$ cat src/rtl/i2s_fm_modulator.sv
// -----------------------------------------------------------------------------
// i2s_fm_modulator
//
// Turns I2S audio frames into a DDS phase increment for FM. The receiver's
// data_updated strobe is brought into sys_ck and edge-detected. On that edge
// both channel words are captured and mixed to mono. The mono sample is
// optionally pre-emphasised, scaled by the deviation gain and added to the
// carrier tuning word. A watchdog falls back to the bare carrier when frames
// stop arriving.
//
// Optional feature macro: FM_PREEMPHASIS_EN
//    Defined: stage 3 applies y = sat24(m + ((m - m_prev) >>> PE_SHIFT)).
//    Undefined: stage 3 is a plain register.
//    Latency is 7 edges from the first sync sample in both builds.
//
// Parameters:
//    DEV_SHIFT  right arithmetic shift applied to sample*gain
//    TIMEOUT    sys_ck cycles without a sample before no_signal (>= 16)
//    PE_SHIFT   pre-emphasis coefficient exponent (macro build only)
//
// Ports:
//    sys_ck          system clock, the only clock
//    rst_n           synchronous active-low reset
//    first_channel   left word  (i2s_ck domain, sampled on capture strobe)
//    second_channel  right word (i2s_ck domain, sampled on capture strobe)
//    data_updated    new-frame strobe (i2s_ck domain)
//    carrier_tw      carrier phase increment
//    dev_gain        unsigned deviation gain
//    mute            force output to carrier only
//    tuning_word     DDS phase increment
//    tw_valid        one-cycle pulse when tuning_word is reloaded
//    no_signal       watchdog expired; held until the next sample
// -----------------------------------------------------------------------------
module i2s_fm_modulator #(
   parameter int DEV_SHIFT = 8,
   parameter int TIMEOUT   = 4096,
   parameter int PE_SHIFT  = 2
) (
   input  logic        sys_ck,
   input  logic        rst_n,
   input  logic [31:0] first_channel,
   input  logic [31:0] second_channel,
   input  logic        data_updated,
   input  logic [31:0] carrier_tw,
   input  logic [15:0] dev_gain,
   input  logic        mute,
   output logic [31:0] tuning_word,
   output logic        tw_valid,
   output logic        no_signal
);

   localparam int            CW      = $clog2(TIMEOUT + 1);
   localparam logic [CW-1:0] CNT_MAX = CW'(TIMEOUT);
   localparam logic [CW-1:0] CNT_PRE = CW'(TIMEOUT - 1);

   logic                s1_q, s1_d, s2_q, s2_d, s3_q, s3_d;
   logic                cap;
   logic                timeout;
   logic                v1_q, v1_d, v2_q, v2_d, v3_q, v3_d, v4_q, v4_d;
   logic signed [23:0]  l_q, l_d, r_q, r_d, m_q, m_d, y_q, y_d;
   logic signed [31:0]  p_q, p_d;
   logic [CW-1:0]       cnt_q, cnt_d;
   logic [31:0]         tuning_word_q, tuning_word_d;
   logic                tw_valid_q, tw_valid_d;
   logic                no_signal_q, no_signal_d;
   logic signed [24:0]  sum25;
   logic signed [40:0]  prod41, scaled41;
`ifdef FM_PREEMPHASIS_EN
   logic signed [23:0]  m_prev_q, m_prev_d;
   logic signed [25:0]  diff26, shift26, emph26;
   logic signed [23:0]  sat24;
`endif

   // Low audio bits, the LSB lost by the mono halving and the product bits
   // above the 32-bit result are intentionally discarded.
   logic unused_bits;
   assign unused_bits = ^{first_channel[7:0], second_channel[7:0], sum25[0], scaled41[40:32]};

   always_comb begin
      // Two-flop synchroniser plus one flop for rising-edge detection.
      s1_d = data_updated;
      s2_d = s1_q;
      s3_d = s2_q;
      cap  = s2_q & ~s3_q;

      // Expiry is the transition into saturation; a capture in the same
      // cycle clears the counter instead, so it suppresses the expiry.
      timeout = ~cap && (cnt_q == CNT_PRE);
      if (cap)
         cnt_d = '0;
      else if (cnt_q == CNT_MAX)
         cnt_d = cnt_q;
      else
         cnt_d = cnt_q + CW'(1);

      // S1: capture the top 24 bits of each channel.
      v1_d = cap;
      l_d  = cap ? first_channel[31:8]  : l_q;
      r_d  = cap ? second_channel[31:8] : r_q;

      // S2: mono mix at 25 bits, halved back to 24 (cannot overflow).
      v2_d  = v1_q;
      sum25 = {l_q[23], l_q} + {r_q[23], r_q};
      m_d   = v1_q ? sum25[24:1] : m_q;

      // S3: emphasis stage (always a register so latency is build-invariant).
      v3_d = v2_q;
`ifdef FM_PREEMPHASIS_EN
      diff26  = {{2{m_q[23]}}, m_q} - {{2{m_prev_q[23]}}, m_prev_q};
      shift26 = diff26 >>> PE_SHIFT;
      emph26  = {{2{m_q[23]}}, m_q} + shift26;
      // Fits in 24 bits only when the top three bits agree.
      if (emph26[25:23] == 3'b000 || emph26[25:23] == 3'b111)
         sat24 = emph26[23:0];
      else if (emph26[25])
         sat24 = 24'sh800000;
      else
         sat24 = 24'sh7FFFFF;
      y_d = v2_q ? sat24 : y_q;
      // History restarts from silence after the watchdog fires.
      if (v2_q)
         m_prev_d = m_q;
      else if (timeout)
         m_prev_d = '0;
      else
         m_prev_d = m_prev_q;
`else
      y_d = v2_q ? m_q : y_q;
`endif

      // S4: deviation scaling; the gain is unsigned, so it gets a zero MSB.
      v4_d     = v3_q;
      prod41   = y_q * $signed({1'b0, dev_gain});
      scaled41 = prod41 >>> DEV_SHIFT;
      p_d      = v3_q ? scaled41[31:0] : p_q;

      // S5: output, modulo 2^32, or carrier-only on watchdog expiry.
      tw_valid_d    = 1'b0;
      tuning_word_d = tuning_word_q;
      if (v4_q) begin
         tw_valid_d    = 1'b1;
         tuning_word_d = mute ? carrier_tw : carrier_tw + p_q;
      end else if (timeout) begin
         tw_valid_d    = 1'b1;
         tuning_word_d = carrier_tw;
      end

      if (cap)
         no_signal_d = 1'b0;
      else if (timeout)
         no_signal_d = 1'b1;
      else
         no_signal_d = no_signal_q;
   end

   always_ff @(posedge sys_ck) begin
      if (!rst_n) begin
         s1_q          <= 1'b0;
         s2_q          <= 1'b0;
         s3_q          <= 1'b0;
         v1_q          <= 1'b0;
         v2_q          <= 1'b0;
         v3_q          <= 1'b0;
         v4_q          <= 1'b0;
         l_q           <= '0;
         r_q           <= '0;
         m_q           <= '0;
         y_q           <= '0;
         p_q           <= '0;
         cnt_q         <= '0;
         tuning_word_q <= '0;
         tw_valid_q    <= 1'b0;
         no_signal_q   <= 1'b1;
`ifdef FM_PREEMPHASIS_EN
         m_prev_q      <= '0;
`endif
      end else begin
         s1_q          <= s1_d;
         s2_q          <= s2_d;
         s3_q          <= s3_d;
         v1_q          <= v1_d;
         v2_q          <= v2_d;
         v3_q          <= v3_d;
         v4_q          <= v4_d;
         l_q           <= l_d;
         r_q           <= r_d;
         m_q           <= m_d;
         y_q           <= y_d;
         p_q           <= p_d;
         cnt_q         <= cnt_d;
         tuning_word_q <= tuning_word_d;
         tw_valid_q    <= tw_valid_d;
         no_signal_q   <= no_signal_d;
`ifdef FM_PREEMPHASIS_EN
         m_prev_q      <= m_prev_d;
`endif
      end
   end

   assign tuning_word = tuning_word_q;
   assign tw_valid    = tw_valid_q;
   assign no_signal   = no_signal_q;

endmodule

$ cat config.mk
export PLATFORM = sky130hd
export DESIGN_NAME = i2s_fm_modulator
export DESIGN_NICKNAME = d
export VERILOG_FILES = /design/src/rtl/i2s_fm_modulator.sv
export SDC_FILE = /design/constraint.sdc
export NUM_CORES = 1
export LEC_CHECK = 0
export BUFFER_PORTS_ARGS = -buffer_cell sky130_fd_sc_hd__buf_2
export CAP_MARGIN = 20
export CORE_MARGIN = 2
export CORE_UTILIZATION = 37
export DETAILED_ROUTE_END_ITERATION = 6
export PLACE_DENSITY = 0.53
export SYNTH_ARGS = -nofsm -noshare
export SYNTH_HDL_FRONTEND = slang
export SYNTH_SLANG_ARGS = --single-unit
$ cat constraint.sdc
create_clock -name sys_ck -period 8.9 [get_ports sys_ck]
set_clock_uncertainty 0.1 [all_clocks]
set_input_delay 1.78 -clock sys_ck [delete_from_list [all_inputs] [get_ports sys_ck]]
set_output_delay 1.78 -clock sys_ck [all_outputs]
set_load 0.05 [all_outputs]
==> impl_metrics.ini <==
[run_status]
run_status = complete, no violations

[final_layout]
seq_area_um2 = 3640
most-common-layout-cells = sky130_fd_sc_hd__inv_1 (450), sky130_fd_sc_hd__fa_1 (372), sky130_fd_sc_hd__nand2_1 (310)
mostFrequentLayoutCell = sky130_fd_sc_hd__inv_1
final_util_pct = 40.7
multi_input_area_um2 = 16800
num-nets-final = 3179
post_route_cells_drive_above_1_share_pct = 8.04
syn2layout_area_growth_pct = 8.80
num-fill-cells = 6009

[die]
num_rows = 90
die_w_um = 251
die_h_um = 251
total_die_area_um2 = 62800
top_level_ports = 150
start_util_pct = 37.4
core_ar_um2 = 60200

[global_routing]
maximum_number_of_pins_on_one_net_before_global_route_repair = 77
gr-usage-all-layers_pct = 18.9
grt_remaining_overflow = 0
antenna_violations_before_repair = 0
grt_first_pass_wirelength_mm = 94.4
grt_pass1_vias = 17500

[worst_setup_path]
critical_path_class = input port to flip-flop
cp_top_family = adder cells
worstSetupStartpointType = input port
worst_r2r_startpoint = y_q[7]
critical_path.startpoint = dev_gain[5]
critPathMaxFanout = 24
cp_slowest_cell = sky130_fd_sc_hd__fa_1
crit_path_cell_trace = buf_2 -> nand2_1 -> fa_1 -> fa_1 -> inv_1 -> fa_1 -> inv_1 -> fa_1 -> fa_1 -> fa_1 -> inv_1 -> ha_1 -> nand3_1 -> o22ai_1 -> o22ai_1 -> a21oi_2 -> a311o_1 -> nand2_1 -> o31ai_2 -> a41o_1 -> o21ai_0 -> and4_1
path_buf_inv = 4
signal_arrival_time_at_the_worst_endpoint_ps = 8160
cpPeakStageDelay_ps = 560
critPathMostFrequentCell = sky130_fd_sc_hd__fa_1
crit_required_ps = 9130
critPathCaptureType = flip-flop

[yosys]
syn-instance-count = 2474
post-synth-top-area-cell = sky130_fd_sc_hd__fa_1
yosys_register_bits = 182
yosysWarningCount = 0
async_flop_share_pct = 0
synth-edff-count = 0
synth.avg_cell_area_um2 = 9.10
syn_nets = 3114
synth.area.top_cells = sky130_fd_sc_hd__fa_1 (33%), sky130_fd_sc_hd__dfxtp_1 (16%), sky130_fd_sc_hd__ha_1 (8.4%), sky130_fd_sc_hd__inv_1 (7.5%), sky130_fd_sc_hd__nand2_1 (5.2%)
library_cells_used_by_synthesis = 71
ys_seq_area_share_pct = 16.2
netlist.area_leader.share_pct = 33.1
synth_ff_type = sky130_fd_sc_hd__dfxtp_1
netlist_area_um2 = 22500

[timing]
timing.fmax_mhz = 126
layout_worst_path_cycle_share_pct = 89.0
slew-limit-headroom_pct = 32.2
max_slew.worst_pin.slew_ps = 1020
setup_viol = 0
rsz0062_at_grt = false
period_needed_ps = 7920
hold_viol = 0
tns_ps = 0
timing.final.max_slew_violations = 0

[clocking]
clkLatencyLatePin_ps = 450
buffer_depth_of_the_longest_clock_path = 2
cts.sinks = 182
cts_tree = yes
path_clk_slew_ps = 70
cts_hold_buffers = 0
postCtsSetupBuffers = 0
htree_levels = 4
numCtsBuffers = 17
cts_root_buffer = sky130_fd_sc_hd__clkbuf_16
cts.repair.resized = 0

[drt]
detail_route.drc_violations = 0
detailedRoute.firstPassIterationCount = 5
dr_total_vias = 16700
detail_route.vias_per_cell = 5.01
antenna_left = 0
totalWireLength_mm = 56.8
detailedRoute.firstIterationViolations = 878
wire_per_inst_um = 17.0

[pwr]
worst_ir_drop_vdd_v = 0.000113
seq_power_share_pct = 47.8
share_comb_of_total_power_pct = 9.9
switching_share_pct = 26.4
static-leakage-power_nw = 12.2
p_clk_share_pct = 42.3
internal_power_w = 0.00128
pwr_density_cell_nw_per_um2 = 71.2
power_switching_w = 0.000461

[hold_path]
min_from = s1_q
hold_path_class = flip-flop to flip-flop

[placed_design]
gp_congestion = 0.839
dp_hpwl_mm = 45.9
number_of_port_buffers = 133

[job]
max_cap_violations = 0
## cells by family (layout without fill, tap and decap cells)
family | Yosys count | count (layout) | share of synthesized area (%)
other | 0 | 2 | 0
muxes | 60 | 60 | 2.68
AOI/OAI and AO/OA | 358 | 358 | 11.4
xor gates and xnor gates | 84 | 84 | 3.27
adders and majority gates | 524 | 524 | 41.5
and+or+nand+nor | 709 | 709 | 15.7
DFF | 182 | 182 | 16.2
buffers and inverters | 557 | 634 | 9.28
## power by group through the flow
| stage | logic [W] | registers [W] | clock network, W |
|---|---|---|---|
| 6_report | 0.000173 | 0.000834 | 0.000738 |
| 5_1_grt | 0.000189 | 0.000835 | 0.000792 |
| 4_1_cts | 0.000173 | 0.000834 | 0.000762 |
| 3_5_place_dp | 0.000173 | 0.000853 | 0 |
| 3_3_place_gp | 0.000170 | 0.000852 | 0 |
| 2_1_floorplan | 0.0000993 | 0.000854 | 0 |
## per-layer routing
metal | wire length, um | global-route usage [%] | vias to the layer above
li1 | - | - | 7930
met2 | 27700 | 32.0 | 293
met4 | 620 | 3.75 | 0
met5 | 0 | 0 | -
met1 | 26900 | 26.4 | 8432
met3 | 1610 | 1.57 | 42
## stage by stage
step	hold WS [ps]	power (W)	setup slack, ps	cells	instance area, um^2
after floorplan	312	0.000953	1120	2474	22500
after global placement	315	0.00102	586	3301	23900
after detailed placement	324	0.00103	479	3301	23900
after CTS	341	0.00177	957	3332	24500
after global routing	355	0.00182	598	3333	24500
final	333	0.00175	976	3335	24500
## registers in the layout, summed over array words and instances (netlist names)
register	flops
p_q	32
tuning_word	32
l_q	24
m_q	24
r_q	24
y_q	24
cnt_q	13
no_signal	1
s1_q	1
s2_q	1
s3_q	1
tw_valid	1
v1_q	1
v2_q	1
v3_q	1
v4_q	1
## Yosys cell counts, drive strengths merged (7+ instances only)
cell type	instances
a22o	51
nand2b	12
nand4	7
fa	372
nand3	25
clkbuf	99
xor2	34
xnor2	50
mux2i	58
a21oi	77
a211oi	8
dfxtp	182
nand3b	7
or3	11
and2	165
and3	11
nor3	8
nand2	311
o21a	17
buf	8
nor2b	78
nor2	50
o211a	20
a21o	41
o21ai	54
inv	450
a31oi	9
ha	152
o211ai	21
## area by class of cell
type,instances,area share [%]
antenna,2,0.0204
clock inverter,12,0.480
clock buffer,19,1.81
sequential,182,14.9
tap,782,3.99
multi-input combinational,1735,68.5
inverter,450,6.89
timing repair buffer,153,3.39
## final timing paths
| check | to | slack (ps) | depth (start not counted) |
|---|---|---|---|
| worst max register to register | p_q[31] | 1760 | 22 |
| worst max-delay path | p_q[31] | 980 | 22 |
| worst min-delay path | s2_q | 330 | 1 |
| worst min register to register | s2_q | 330 | 1 |
Power figures use the tool's default switching activity.
